### config.mk
export PLATFORM = sky130hd
export DESIGN_NAME = m1_acc_arbiter
export DESIGN_NICKNAME = d
export VERILOG_FILES = /design/src/rtl/m1_acc_arbiter.sv
export SDC_FILE = /design/constraint.sdc
export NUM_CORES = 1
export LEC_CHECK = 0
export CORE_MARGIN = 2
export CORE_UTILIZATION = 44
export DETAILED_ROUTE_END_ITERATION = 8
export PLACE_DENSITY = 0.77
export SYNTH_ARGS = -nofsm -noshare
export SYNTH_HDL_FRONTEND = slang
export SYNTH_SLANG_ARGS = --single-unit
### constraint.sdc
create_clock -name clk -period 4.3 [get_ports clk]
set_input_delay 0.645 -clock clk [delete_from_list [all_inputs] [get_ports clk]]
set_output_delay 0.645 -clock clk [all_outputs]
set_load 0.05 [all_outputs]
### src/rtl/m1_acc_arbiter.sv
// Round-robin arbiter sharing one M1 accumulate datapath among NREQ requesters.
// Optional shadow-accumulator overflow flag: define M1_ACC_ARBITER_OVF_EN.
module m1_acc_arbiter #(
  parameter int NREQ  = 4,
  parameter int CNT_W = 8
) (
  input  logic              clk,
  input  logic              rst,
  input  logic [NREQ-1:0]   req,
  input  logic [2*NREQ-1:0] op_sel,
  input  logic [3*NREQ-1:0] op_a,
  input  logic [3*NREQ-1:0] op_b,
  input  logic              clr_req,
  output logic [NREQ-1:0]   gnt,
  output logic              clr_ack,
  output logic              dp_rst,
  output logic [1:0]        dp_sel,
  output logic [2:0]        dp_in1,
  output logic [2:0]        dp_in2,
  output logic              busy,
  output logic [CNT_W-1:0]  issued_cnt,
  output logic              err_sel,
  output logic              ovf
);

  localparam int PW = (NREQ > 1) ? $clog2(NREQ) : 1;

  typedef enum logic [1:0] {IDLE, DRAIN, CLEAR} state_t;

  state_t        state, state_nxt;
  logic [PW-1:0] rr;
  logic [PW-1:0] win;
  logic [PW-1:0] cand;
  logic          found;
  logic          xfer;
  logic          op_ok;
  logic [1:0]    w_sel;
  logic [2:0]    w_a;
  logic [2:0]    w_b;
  logic          inflight;

  // Search starts one past the last winner, so the last winner has lowest priority.
  always_comb begin
    state_nxt = state;
    gnt       = '0;
    win       = rr;
    cand      = rr;
    found     = 1'b0;
    case (state)
      IDLE: begin
        if (clr_req) begin
          state_nxt = DRAIN;
        end else if (rst) begin
          for (int k = 1; k <= NREQ; k++) begin
            cand = PW'((int'(rr) + k) % NREQ);
            if (!found && req[cand]) begin
              found     = 1'b1;
              gnt[cand] = 1'b1;
              win       = cand;
            end
          end
        end
      end
      DRAIN:   state_nxt = CLEAR;
      CLEAR:   state_nxt = IDLE;
      default: state_nxt = IDLE;
    endcase
  end

  always_comb begin
    w_sel = 2'd0;
    w_a   = 3'd0;
    w_b   = 3'd0;
    for (int i = 0; i < NREQ; i++) begin
      if (gnt[i]) begin
        w_sel = op_sel[2*i +: 2];
        w_a   = op_a[3*i +: 3];
        w_b   = op_b[3*i +: 3];
      end
    end
    xfer  = |gnt;
    op_ok = xfer && (w_sel != 2'd3);
  end

  always_ff @(posedge clk) begin
    if (!rst) begin
      state      <= IDLE;
      rr         <= PW'(NREQ - 1);
      dp_rst     <= 1'b1;
      dp_sel     <= 2'd0;
      dp_in1     <= 3'd0;
      dp_in2     <= 3'd0;
      issued_cnt <= '0;
      clr_ack    <= 1'b0;
      err_sel    <= 1'b0;
      inflight   <= 1'b0;
    end else begin
      state    <= state_nxt;
      dp_rst   <= (state == CLEAR);
      clr_ack  <= (state == CLEAR);
      err_sel  <= xfer && (w_sel == 2'd3);
      inflight <= op_ok;
      if (xfer) begin
        rr <= win;
      end
      // An illegal sel==3 op is consumed but replaced by a NOP.
      if (op_ok) begin
        dp_sel <= w_sel;
        dp_in1 <= w_a;
        dp_in2 <= w_b;
      end else begin
        dp_sel <= 2'd0;
        dp_in1 <= 3'd0;
        dp_in2 <= 3'd0;
      end
      if (state == CLEAR) begin
        issued_cnt <= '0;
      end else if (op_ok && (issued_cnt != '1)) begin
        issued_cnt <= issued_cnt + 1'b1;
      end
    end
  end

  assign busy = (state != IDLE) || inflight;

`ifdef M1_ACC_ARBITER_OVF_EN
  logic [6:0] shadow;
  logic [3:0] pair_sum;
  logic [3:0] op_val;
  logic [7:0] total;

  // The shadow sums the op sitting in dp_* at the same edge M1 adds it.
  always_comb begin
    pair_sum = {1'b0, dp_in1} + {1'b0, dp_in2};
    case (dp_sel)
      2'd0:    op_val = {1'b0, dp_in2};
      2'd1:    op_val = pair_sum;
      default: op_val = {1'b0, dp_in1};
    endcase
    total = {1'b0, shadow} + {4'b0000, op_val};
  end

  always_ff @(posedge clk) begin
    if (!rst) begin
      shadow <= 7'd0;
      ovf    <= 1'b0;
    end else if (state == CLEAR) begin
      shadow <= 7'd0;
      ovf    <= 1'b0;
    end else if (inflight) begin
      shadow <= total[6:0];
      if (total[7]) begin
        ovf <= 1'b1;
      end
    end
  end
`else
  assign ovf = 1'b0;
`endif

endmodule

# Word-level counts from Yosys, hierarchy flattened
# Index checks and enable logic that the tools add are counted.
# classes
n_mux	62
add_sub_neg	5
magnitude_cmp	8
n_reduce_logical	21
n_eq_ne	6
div_mod_pow	0
n_mul	0
shift	0
n_bitwise	5
# op_table
operator	count
two-way mux 4 bit	16
two-way mux 3 bit	8
two-way mux 1 bit	20
two-way mux 2 bit	9
< comparator 2 x 3 -> 1 bit (second input constant)	4
OR 4 bit	3
logical AND 1 bit	10
adder 8 x 1 -> 8 bit (second input constant)	1
binary-select mux 1 bit (select 2 bit)	4
demux 1 bit (select 2 bit)	4
greater-or-equal comparator 2 x 1 -> 1 bit (second input constant)	4
inequality test 8 bit (second input constant)	1
adder 2 x 1 -> 2 bit (second input constant)	2
adder 2 bit (second input constant)	2
equality test 2 bit (second input constant)	2
inequality test 2 bit (second input constant)	2
one-hot mux 2 bit (2 select lines)	1
AND reduction 4 bit	1
nonzero test 4 bit	1
OR reduction 4 bit	1
logical NOT 1 bit	3
equality test 2 x 1 -> 1 bit (second input constant)	1
logical NOT 2 bit	1
NOT 1 bit	2
other kinds (4)	4
# word_totals
reg_bits	24
mem_count	0
mem_bits_rw	0
in_bits	39
latchBits	0
mem_bits_ro	0
wordCells	117

# Logic depth before layout (Yosys ltp)
# Gate-level depths: netlist (run 1).
# depth
word_depth	32
mapped_depth	15
ltp_nobuf	13

# Least setup slack after synthesis (run 1)
# OpenSTA, ideal clock, no wires.
# synth_path
path_kind	register to register
startpoint	register rr[1]
endpoint	register issued_cnt[2]
required_ps	4150
path_buffers	2
path_stages_with_launch	15
setup_time_ps	150
slack_ps	510
t_arrival_ps	3640
cell_sequence	dfxtp_1 -> buf_2 -> inv_1 -> ha_1 -> clkbuf_1 -> mux4_2 -> nor4b_2 -> nand3_1 -> o21ai_2 -> a311oi_2 -> a211o_2 -> o21bai_4 -> inv_2 -> and3_1 -> mux2i_1
# synth_via
elab_chain_len	32
word_cells_on_any_way	77
cone_classes	add/sub (4); order compare (8); eq/ne (1); mux (48); bitwise (3); reduce/logical (13)
# synth_lines
element	line_no	text
start, declared	31	logic [PW-1:0] rr;
start signal, assigned	88	rr <= PW'(NREQ - 1);
start signal, assigned	104	rr <= win;
parallel branches: the longest is 21 deep, another holds < comparator 2 x 3 -> 1 bit	n/a	
two-way mux 4 bit *	56	if (!found && req[cand]) begin
two-way mux 4 bit *	53	end else if (rst) begin
two-way mux 4 bit *	51	if (clr_req) begin
two-way mux 4 bit *	49	case (state)
net gnt[0]	14	output logic [NREQ-1:0] gnt,
two-way mux 2 bit (4 in a row)	75	if (gnt[i]) begin
inequality test 2 bit	82	op_ok = xfer && (w_sel != 2'd3);
logical AND 1 bit *	82	
logical AND 1 bit *	118	end else if (op_ok && (issued_cnt != '1)) begin
end signal, assigned	119	issued_cnt <= issued_cnt + 1'b1;
end, declared	21	output logic [CNT_W-1:0] issued_cnt,
# Mark *: on every way through the listed nets, which the timed path passes. The select of a mux whose other input is x is not followed.
# A chain may end at the register's enable or synchronous reset.

# Final worst setup path (run 1)
# layout_path
startpoint	input req[0]
endpoint	register issued_cnt[2]
# layout_via
elab_chain_len	31
word_cells_on_any_way	53
cone_classes	eq/ne (1); mux (40); bitwise (3); reduce/logical (9)
# layout_lines
element	line_no	text
start, declared	9	input logic [NREQ-1:0] req,
binary-select mux 1 bit (select 2 bit)	56	
two-way mux 1 bit (implied by the code)	56	
two-way mux 1 bit	56	
two-way mux 1 bit	53	
two-way mux 1 bit	51	
two-way mux 1 bit	49	
logical NOT 1 bit	56	
logical AND 1 bit	56	
(+12 left out)	n/a	
two-way mux 4 bit *	56	
two-way mux 4 bit *	53	
two-way mux 4 bit *	51	
two-way mux 4 bit *	49	
two-way mux 2 bit (4 in a row)	75	
inequality test 2 bit	82	
logical AND 1 bit *	82	
logical AND 1 bit *	118	
# Mark *: on every way between the ends. The rest lies on a longest branch, timed or not. The select of a mux whose other input is x is not followed.

==> results.md, run 1 <==
* Starting Density at 46.1%
* Number of synthesized flops with an enable pin at 0
* Fraction of layout cells with a size suffix above 1 at 12.1%
* Antenna viol nets, final at 0
* Bufs and invs on worst path at 3
* TritonCTS clock tree: built
* Hold Crit Class: reg -> reg
* First-pass GRT wire length at 7070 um
* Worst skew pair latency at 260 ps
* Top FF cell, synth: dfxtp_1
* Num CTS Buffers at 3
* Filler cells at 318
* Area growth syn-to-layout at 45.5%
* Worst Max-Slew Pin Slew at 529 ps
* Ys async rst share at 0%
* Placed insts at 301
* Tcrit/Tclk final at 88.5%
* Cells after Synth at 195
* Sum Neg Setup Slack at 0 ps
* Main combinational cell family by area after synthesis: simple AND/OR/NAND/NOR gates
* Seq/Total Area, Yosys at 28.5%
* Internal power at 0.550 mW
* Synth area leader: dfxtp_1
* Mux contribution to synthesized area at 10.2%
* Delay-heaviest family, CP: simple AND/OR/NAND/NOR gates
* CP Capture Type: flop
* Root Driver: clkbuf_8
* CP required at 4450 ps
* GPL Wtd Cong at 0.900
* Final max-slew violation count at 0
* Post_cts resized at 0
* Dominant cells by area after synthesis: dfxtp_1 28%, ha_1 6.7%, mux4_2 5.3%
* DR WL/cell at 14.4 um
* I/O pins at 64
* Nets@finish at 306
* Die width at 65.9 um
* Initial detailed-routing violation count at 74
* Met2 WL at 2100 um
* Vias per cell at 5.60
* Highest Signal Layer: met4
* Post-Route M1 WL at 1900 um
* Pwr Density at 364 mW/mm^2
* Initial antenna violation count at 0
* YS warnings at 0
* Post-CTS setup buffers at 0
* Detailed Routing Iterations Pass 1 at 4
* Critical path fanouts, max at 17
* Total number of vias at 1708
* CTS Hold Buffers Added at 0
* Switching portion of total power at 38.5%
* Commonest cells after routing, fill and taps aside: 58 x clkdlybuf4s50_1, 24 x dfxtp_1, 22 x nor2_1
* Total chip power at 0.894 mW
* Clk sink count at 24
* Post-synthesis simple-gate area fraction at 25.1%
* Synth Area per Inst at 8.66 um^2
* Post-Layout Cell Count at 305
* Area of the mapped netlist at 0.00169 mm^2
* Startpoint Class: primary input
* Vias in the first global route at 1539
* Clock Pin Slew Worst Setup and Hold Paths at 80 ps
* Maxcap violations at 0
* Routed WL at 4380 um
* Synth cell types at 57
* Sequential share of power at 30.5%
* Synthesized-area fraction occupied by adder cells at 6.67%
* NetSw at 0.344 mW
* Largest net degree at the start of global routing at 22
* Unrepaired setup endpoints after global routing: false
* Global-route usage over all layers at 20.5%
* Synth Register Bits at 24
* Slowest stage delay, CP at 600 ps
* Aggregate global routing overflow at 0
* Worst vdd ir at 212 uV
* Crit path DAT at 3950 ps
* DR WL met3 at 362 um
* Clock power frac at 21.7%
* Die area at 0.00435 mm^2
* Syn Nets at 243
* I/O Buffers at 62
* H-tree depth at 1
* Crit-path cells: clkdlybuf4s50_1 > mux4_2 > nor4b_2 > and3_1 > nor2_4 > inv_4 > a311oi_2 > a211o_2 > o21bai_4 > inv_2 > and3_1 > mux2i_1
* Cell row count at 22
* Xor and xnor area share after synthesis at 0.519%
* Max Root-Sink Buffers at 2
* CP Class: in -> reg
* Commonest non-fill, non-tap cell in the layout: clkdlybuf4s50_1
* HPWL Detailed at 3380 um
* Area of the multi-input gates at 0.00112 mm^2
* Post-synth top area share at 28.5%
* Pleak at 0.976 nW
* Final period demand of the worst path at 3810 ps
* Hold Vio Cnt, Final at 0
* Run status: finished, final reports clean
* Relative slew slack at 63.7%
* # setup viols final at 0
* Max Fclk at 263 MHz
* Storage cell area at 480 um^2
* Logic pwr share at 47.8%
* Most used cell, CP: and3_1
* CP max-delay cell: mux4_2
* Ant diodes at 0
* DR DRC count at 0
* Die Y-Extent at 65.9 um
* Fin Clk Skew at 6.70 ps
* Core area at 0.00366 mm^2
* Compound-cell area share of the yosys netlist at 23.8%
-- worst register-to-register path: cells and delay by family (launching register included) --
family,cells,cell delay (ps)
and+or+nand+nor,4,950
AOI/OAI and AO/OA,3,800
muxes,2,710
adders and majority gates,1,490
buffers and inverters,3,360
DFF,1,340
-- path summary, 6_finish.rpt --
check            from            end  slack [ps]  cells past startpoint
max reg2reg     rr[0]  issued_cnt[2]         530                     13
max            req[0]  issued_cnt[2]         490                     12
min          state[0]       state[0]         500                      1
min reg2reg  state[0]       state[0]         500                      1
-- state kept, by name (all words and copies together), names as in the netlist --
| signal | count |
|---|---|
| clr_ack | 1 |
| dp_in1 | 3 |
| dp_in2 | 3 |
| dp_rst | 1 |
| dp_sel | 2 |
| err_sel | 1 |
| inflight | 1 |
| issued_cnt | 8 |
| rr | 2 |
| state | 2 |
-- area by class of cell --
type,count,area share [%]
Clock buffer,3,1.68
Tap cell,48,2.45
Multi-Input combinational cell,153,45.7
Clock inverter,1,1.22
Sequential cell,24,19.6
Inverter,9,1.48
Timing Repair Buffer,67,27.9
-- through the flow --
step | setup slack, ps | hold slack [ps] | util, % | instance area, um^2
detailed placement | 230 | 491 | 65.1 | 2380
global placement | 325 | 489 | 65.1 | 2380
CTS | 510 | 501 | 67.1 | 2460
global route | 309 | 524 | 67.1 | 2460
floorplan | 510 | 457 | - | 1690
finish | 493 | 499 | 67.1 | 2460
-- logic make-up (layout without fill, tap and decap cells) --
| group | Yosys count | in the layout |
|---|---|---|
| adders and majority gates | 9 | 9 |
| xor gates and xnor gates | 1 | 1 |
| DFF | 24 | 24 |
| other | 1 | 1 |
| buffers and inverters | 18 | 80 |
| AOI/OAI and AO/OA | 50 | 50 |
| muxes | 12 | 12 |
| and+or+nand+nor | 80 | 80 |
-- routing by layer --
layer | track usage [%] | vias up
li1 | - | 856
met1 | 25.7 | 782
met2 | 36.4 | 68
met3 | 5.79 | 2
met4 | 1.53 | 0
met5 | 0 | -
-- synthesized netlist by cell type (4+ instances only) --
library cell,n
nand2b_1,6
a21oi_1,9
nor3_1,10
and3_1,6
dfxtp_1,24
ha_1,9
mux4_2,4
mux2i_1,6
nand3_1,5
o21ai_0,4
nor2_1,22
a221oi_1,7
o22ai_1,4
clkbuf_1,4
inv_1,6
nand2_1,12
and2_1,4
-- power by group through the flow --
stage	combinational [mW]	sequential, mW	clock (mW)
5_1_grt	0.458	0.276	0.207
6_report	0.428	0.273	0.194
3_3_place_gp	0.419	0.276	0
2_1_floorplan	0.223	0.339	0
3_5_place_dp	0.426	0.277	0
4_1_cts	0.429	0.272	0.194
Power figures use the tool's default switching activity.
==> run 2: changes to the inputs <==
Settings changed: CORE_UTILIZATION 44 to 48, PLACE_DENSITY 0.77 to 0.83.
Clock period 4.3 ns to 4.9 ns, I/O delays scaled along.
==> run 2 against run 1 <==
- first-iteration DRC count rose to 2.8 times the previous value
- wire length down 1.9%
- cell count down 0.98%
- design area down 3.0%
- hold slack better by 16 ps
- setup slack worse by 6.1 ps
- critical endpoint is now gnt[3]
- flip-flop and latch count unchanged
- via count up 1.5%
- total power down 21%
- largest power group unchanged
- critical path depth down 5
==> results.md, run 2 (same netlist as run 1, synthesis figures left out) <==
* Internal power at 0.413 mW
* Aggregate global routing overflow at 0
* Relative slew slack at 67.1%
* Logic pwr share at 52.0%
* Max Root-Sink Buffers at 2
* H-tree depth at 1
* Area growth syn-to-layout at 41.2%
* Vias per cell at 5.74
* Clk sink count at 24
* Tcrit/Tclk final at 90.1%
* Clock Pin Slew Worst Setup and Hold Paths at 120 ps
* Placed insts at 298
* Pleak at 0.940 nW
* Detailed Routing Iterations Pass 1 at 4
* Maxcap violations at 0
* Slowest stage delay, CP at 860 ps
* Max Fclk at 227 MHz
* Hold Crit Class: reg -> reg
* Sum Neg Setup Slack at 0 ps
* Post-CTS setup buffers at 0
* CP max-delay cell: clkdlybuf4s50_1
* Worst vdd ir at 156 uV
* Fin Clk Skew at 6.60 ps
* Die width at 63.3 um
* Fraction of layout cells with a size suffix above 1 at 10.2%
* Largest registers: issued_cnt (8), dp_in1 (3), dp_in2 (3)
* Total number of vias at 1734
* Routed WL at 4300 um
* HPWL Detailed at 3370 um
* Worst Hold End: issued_cnt[4]
* CP required at 4160 ps
* Bufs and invs on worst path at 3
* Hold Vio Cnt, Final at 0
* Hold path startpoint: issued_cnt[4]
* Ant diodes at 0
* Reg2Reg Capture Point: issued_cnt[7]
* Initial detailed-routing violation count at 207
* Startpoint Class: primary input
* Most used cell, CP: clkdlybuf4s50_1
* CP Capture Type: primary output
* Largest net degree at the start of global routing at 22
* Num CTS Buffers at 3
* Sequential share of power at 33.6%
* Starting Density at 50.2%
* NetSw at 0.292 mW
* Switching portion of total power at 41.4%
* Cell row count at 21
* I/O pins at 64
* Reg with most FFs: issued_cnt
* R2R cell count at 13
* Initial antenna violation count at 0
* Global-route usage over all layers at 21.9%
* Commonest non-fill, non-tap cell in the layout: clkdlybuf4s50_1
* Post-Layout Cell Count at 302
* Delay-heaviest family, CP: buffers and inverters
* RR Startpoint: rr[0]
* Nets@finish at 305
* TritonCTS clock tree: built
* Final max-slew violation count at 0
* Run status: finished, final reports clean
* I/O Buffers at 62
* Vias in the first global route at 1537
* Post_cts resized at 0
* # setup viols final at 0
* Crit-path cells: clkdlybuf4s50_1 > mux4_2 > nor4b_2 > and2_1 > a2bb2oi_2 > inv_2 > clkdlybuf4s50_1
* Clock power frac at 14.4%
* Critical path fanouts, max at 17
* Core area at 0.00336 mm^2
* CTS Hold Buffers Added at 0
* DR DRC count at 0
* Max FFs per register at 8
* Antenna viol nets, final at 0
* Final period demand of the worst path at 4410 ps
* Root Driver: clkbuf_4
* Die area at 0.00401 mm^2
* Worst Max-Slew Pin Slew at 480 ps
* Pwr Density at 296 mW/mm^2
* DR WL/cell at 14.2 um
* WHS Path Cells at 1
* Reg2reg setup slack at 1080 ps
* Die Y-Extent at 63.3 um
* Commonest cells after routing, fill and taps aside: 62 x clkdlybuf4s50_1, 24 x dfxtp_1, 22 x nor2_1
* Worst skew pair latency at 310 ps
* Crit path DAT at 3680 ps
* First-pass GRT wire length at 7220 um
* GPL Wtd Cong at 0.839
* CP Class: in -> out
* Unrepaired setup endpoints after global routing: false
[run 2: cell types whose count changed in the layout (fill, tap and decap cells not counted), sizes merged]
cell	previous run	this run
buf	9	4
clkdlybuf4s50	58	62
bufinv	1	0
clkbuf	3	4
[run 2: stage by stage]
step,power (mW),util (%),hold slack (ps),instance area (um^2),setup slack (ps)
final,0.705,70.9,515,2380,486
after global placement,0.602,69.8,489,2350,523
after floorplan,0.493,-,457,1690,1080
after global routing,0.751,70.9,548,2380,285
after CTS,0.710,70.9,522,2380,479
after detailed placement,0.607,69.8,499,2350,476
[run 2: worst max-delay path by stage]
stage / cells past startpoint / to / slack, ps / from
floorplan: 10 / gnt[3] / 1080 / rr[1]
global placement: 7 / gnt[3] / 520 / req[1]
detailed placement: 7 / gnt[3] / 480 / req[1]
CTS: 7 / gnt[3] / 480 / req[1]
global route: 7 / gnt[3] / 280 / req[1]
finish: 7 / gnt[3] / 490 / req[1]
[run 2: power groups by stage]
stage | sequential, mW | clock [mW] | combinational, mW
finish | 0.237 | 0.102 | 0.366
global route | 0.242 | 0.117 | 0.392
CTS | 0.237 | 0.105 | 0.367
detailed placement | 0.241 | 0 | 0.366
global placement | 0.241 | 0 | 0.362
floorplan | 0.298 | 0 | 0.196
[run 2: cell type report]
cell class	count	area, um^2
Clock buffer	4	36.3
Fill cell	304	980
Inverter	9	36.3
Multi-Input combinational cell	153	1120
Sequential cell	24	480
Tap cell	46	57.6
Timing Repair Buffer	66	651
[run 2: per-layer routing]
metal / part of all wire, % / vias to the layer above / global-route usage [%]
li1: - / 858 / -
met1: 45 / 806 / 29.5
met2: 47 / 65 / 36.7
met3: 7.2 / 5 / 4.29
met4: 0.68 / 0 / 4.08
met5: 0 / - / 0
==> edit (config.mk and constraints of run 2) <==
Put one more register stage on the output `issued_cnt`, with the module's reset. The value now appears one clock later. The other outputs are not delayed to match.
--- a/src/rtl/m1_acc_arbiter.sv
+++ b/src/rtl/m1_acc_arbiter.sv
@@ -26,6 +26,8 @@
   localparam int PW = (NREQ > 1) ? $clog2(NREQ) : 1;
 
   typedef enum logic [1:0] {IDLE, DRAIN, CLEAR} state_t;
+
+  logic [CNT_W-1:0] issued_cnt_s0;
 
   state_t        state, state_nxt;
   logic [PW-1:0] rr;
@@ -90,7 +92,7 @@
       dp_sel     <= 2'd0;
       dp_in1     <= 3'd0;
       dp_in2     <= 3'd0;
-      issued_cnt <= '0;
+      issued_cnt_s0 <= '0;
       clr_ack    <= 1'b0;
       err_sel    <= 1'b0;
       inflight   <= 1'b0;
@@ -114,9 +116,9 @@
         dp_in2 <= 3'd0;
       end
       if (state == CLEAR) begin
-        issued_cnt <= '0;
-      end else if (op_ok && (issued_cnt != '1)) begin
-        issued_cnt <= issued_cnt + 1'b1;
+        issued_cnt_s0 <= '0;
+      end else if (op_ok && (issued_cnt_s0 != '1)) begin
+        issued_cnt_s0 <= issued_cnt_s0 + 1'b1;
       end
     end
   end
@@ -158,5 +160,13 @@
   assign ovf = 1'b0;
 `endif
 
+  always_ff @(posedge clk) begin
+    if (!rst) begin
+      issued_cnt <= '0;
+    end else begin
+      issued_cnt <= issued_cnt_s0;
+    end
+  end
+
 endmodule
 
Check against the original RTL: not equivalent (Yosys sat finds a counterexample within 4 cycles, from zero or initial values and one cycle with rst low).
==> edit against run 2 <==
Wire length up 2.9%. Worst setup slack better by 0.026 ns. Non-clock buffer count is 2 higher. Sequential share of layout area grew 3.0 points. Register-to-register slack lost 0.08 ns. Power up 21%. Maximum frequency is 0.58% higher. Final area rose by 16%. Highest routed layer unchanged. Final cell count up 9.3%. Global-route usage is 2.1 points lower. Sequential cell count rose by 8. Area after synthesis rose by 20%.
==> edit: results (changes against run 2) <==
* Critical hold path startpoint: state[1]$_SDFFE_PN0P_
* Fin crit period at 4.39 ns (-0.0256 ns)
* Switch share at 36.2% (-5.2 points)
* R2R setup slack at 1.00 ns (-0.08 ns)
* Max VDD drop at 0.159 mV (+2.4%)
* Top cells by area, synth: dfxtp_1, mux2i_1, ha_1
* R2r worst-path depth at 12 (-1)
* Top cells by count, synth: dfxtp_1, nand2_1, and2_1
* Placed Instances at 323 (+8.4%)
* Clk slew on worst S/H paths at 0.06 ns (-0.06 ns)
* Mapped Nets at 264 (+8.6%)
* CP endpoint: gnt[2]
* Status: complete, no violations
* DR vias at 1871 (+7.9%)
* Biggest regs: issued_cnt x8, issued_cnt_s0 x8
* P per Cell Area at 307 nW/µm² (+3.9%)
* Largest stage delay, worst path at 0.90 ns (+0.04 ns)
* Vias in the first global route at 1719 (+12%)
* Root buf cell: clkbuf_8
* Final HPWL DP at 3530 µm (+4.7%)
* Cell leakage power at 1.14 nW (+21%)
* Placed Area at 2690 µm² (+15%)
* Sequential power share at 35.6% (+2.0 points)
* First-pass GRT wire length at 7710 µm (+6.7%)
* Hold Path Sink: state[0]$_SDFFE_PN0P_
* Clock buffer count from CTS at 5 (+2)
* Seq/Total Area, Yosys at 31.5% (+3.0 points)
* Share of cells above drive strength 1 at 11.1% (+0.92 points)
* Fin Hold WS at 0.485 ns (-0.0305 ns)
* Critical Path Source: req[3]
* Gr usage total at 19.8% (-2.1 points)
* Clock latency at the later pin of the worst-skew pair at 0.28 ns (-0.03 ns)
* Post-DR wirelength/cell at 13.4 µm (-5.8%)
* Critical path data arrival time at 3.65 ns (-0.03 ns)
* GPL Wtd Cong at 0.849 (+1.2%)
* CP Max Fanout at 9 (-8)
* 1st-iter DRT viols at 91 (-56%)
[edit: area by class of cell]
| type | count | area, µm² |
|---|---|---|
| Tap cell | 50 | 62.6 |
| Sequential cell | 32 | 641 |
| Fill cell | 336 | 1260 |
| Clock inverter | 1 | 5.00 |
| Inverter | 8 | 32.5 |
| Timing Repair Buffer | 68 | 666 |
| Multi-Input combinational cell | 165 | 1290 |
| Clock buffer | 6 | 72.6 |
[edit: logic make-up after synthesis]
logic type,share of synthesized area (%)
buffers and inverters,5.05
AO/OA/AOI/OAI,20.2
AND/OR/NAND/NOR,23.6
multiplexers,13.5
flip-flops,31.5
XOR/XNOR,0.431
other,0.184
adder cells (fa/ha/maj),5.54
[edit: metal layers]
layer	global-route usage [%]	share of wire, %
met5	0	0
met4	5.01	0.93
met3	6.87	9.7
met1	24.4	42
met2	32.9	47
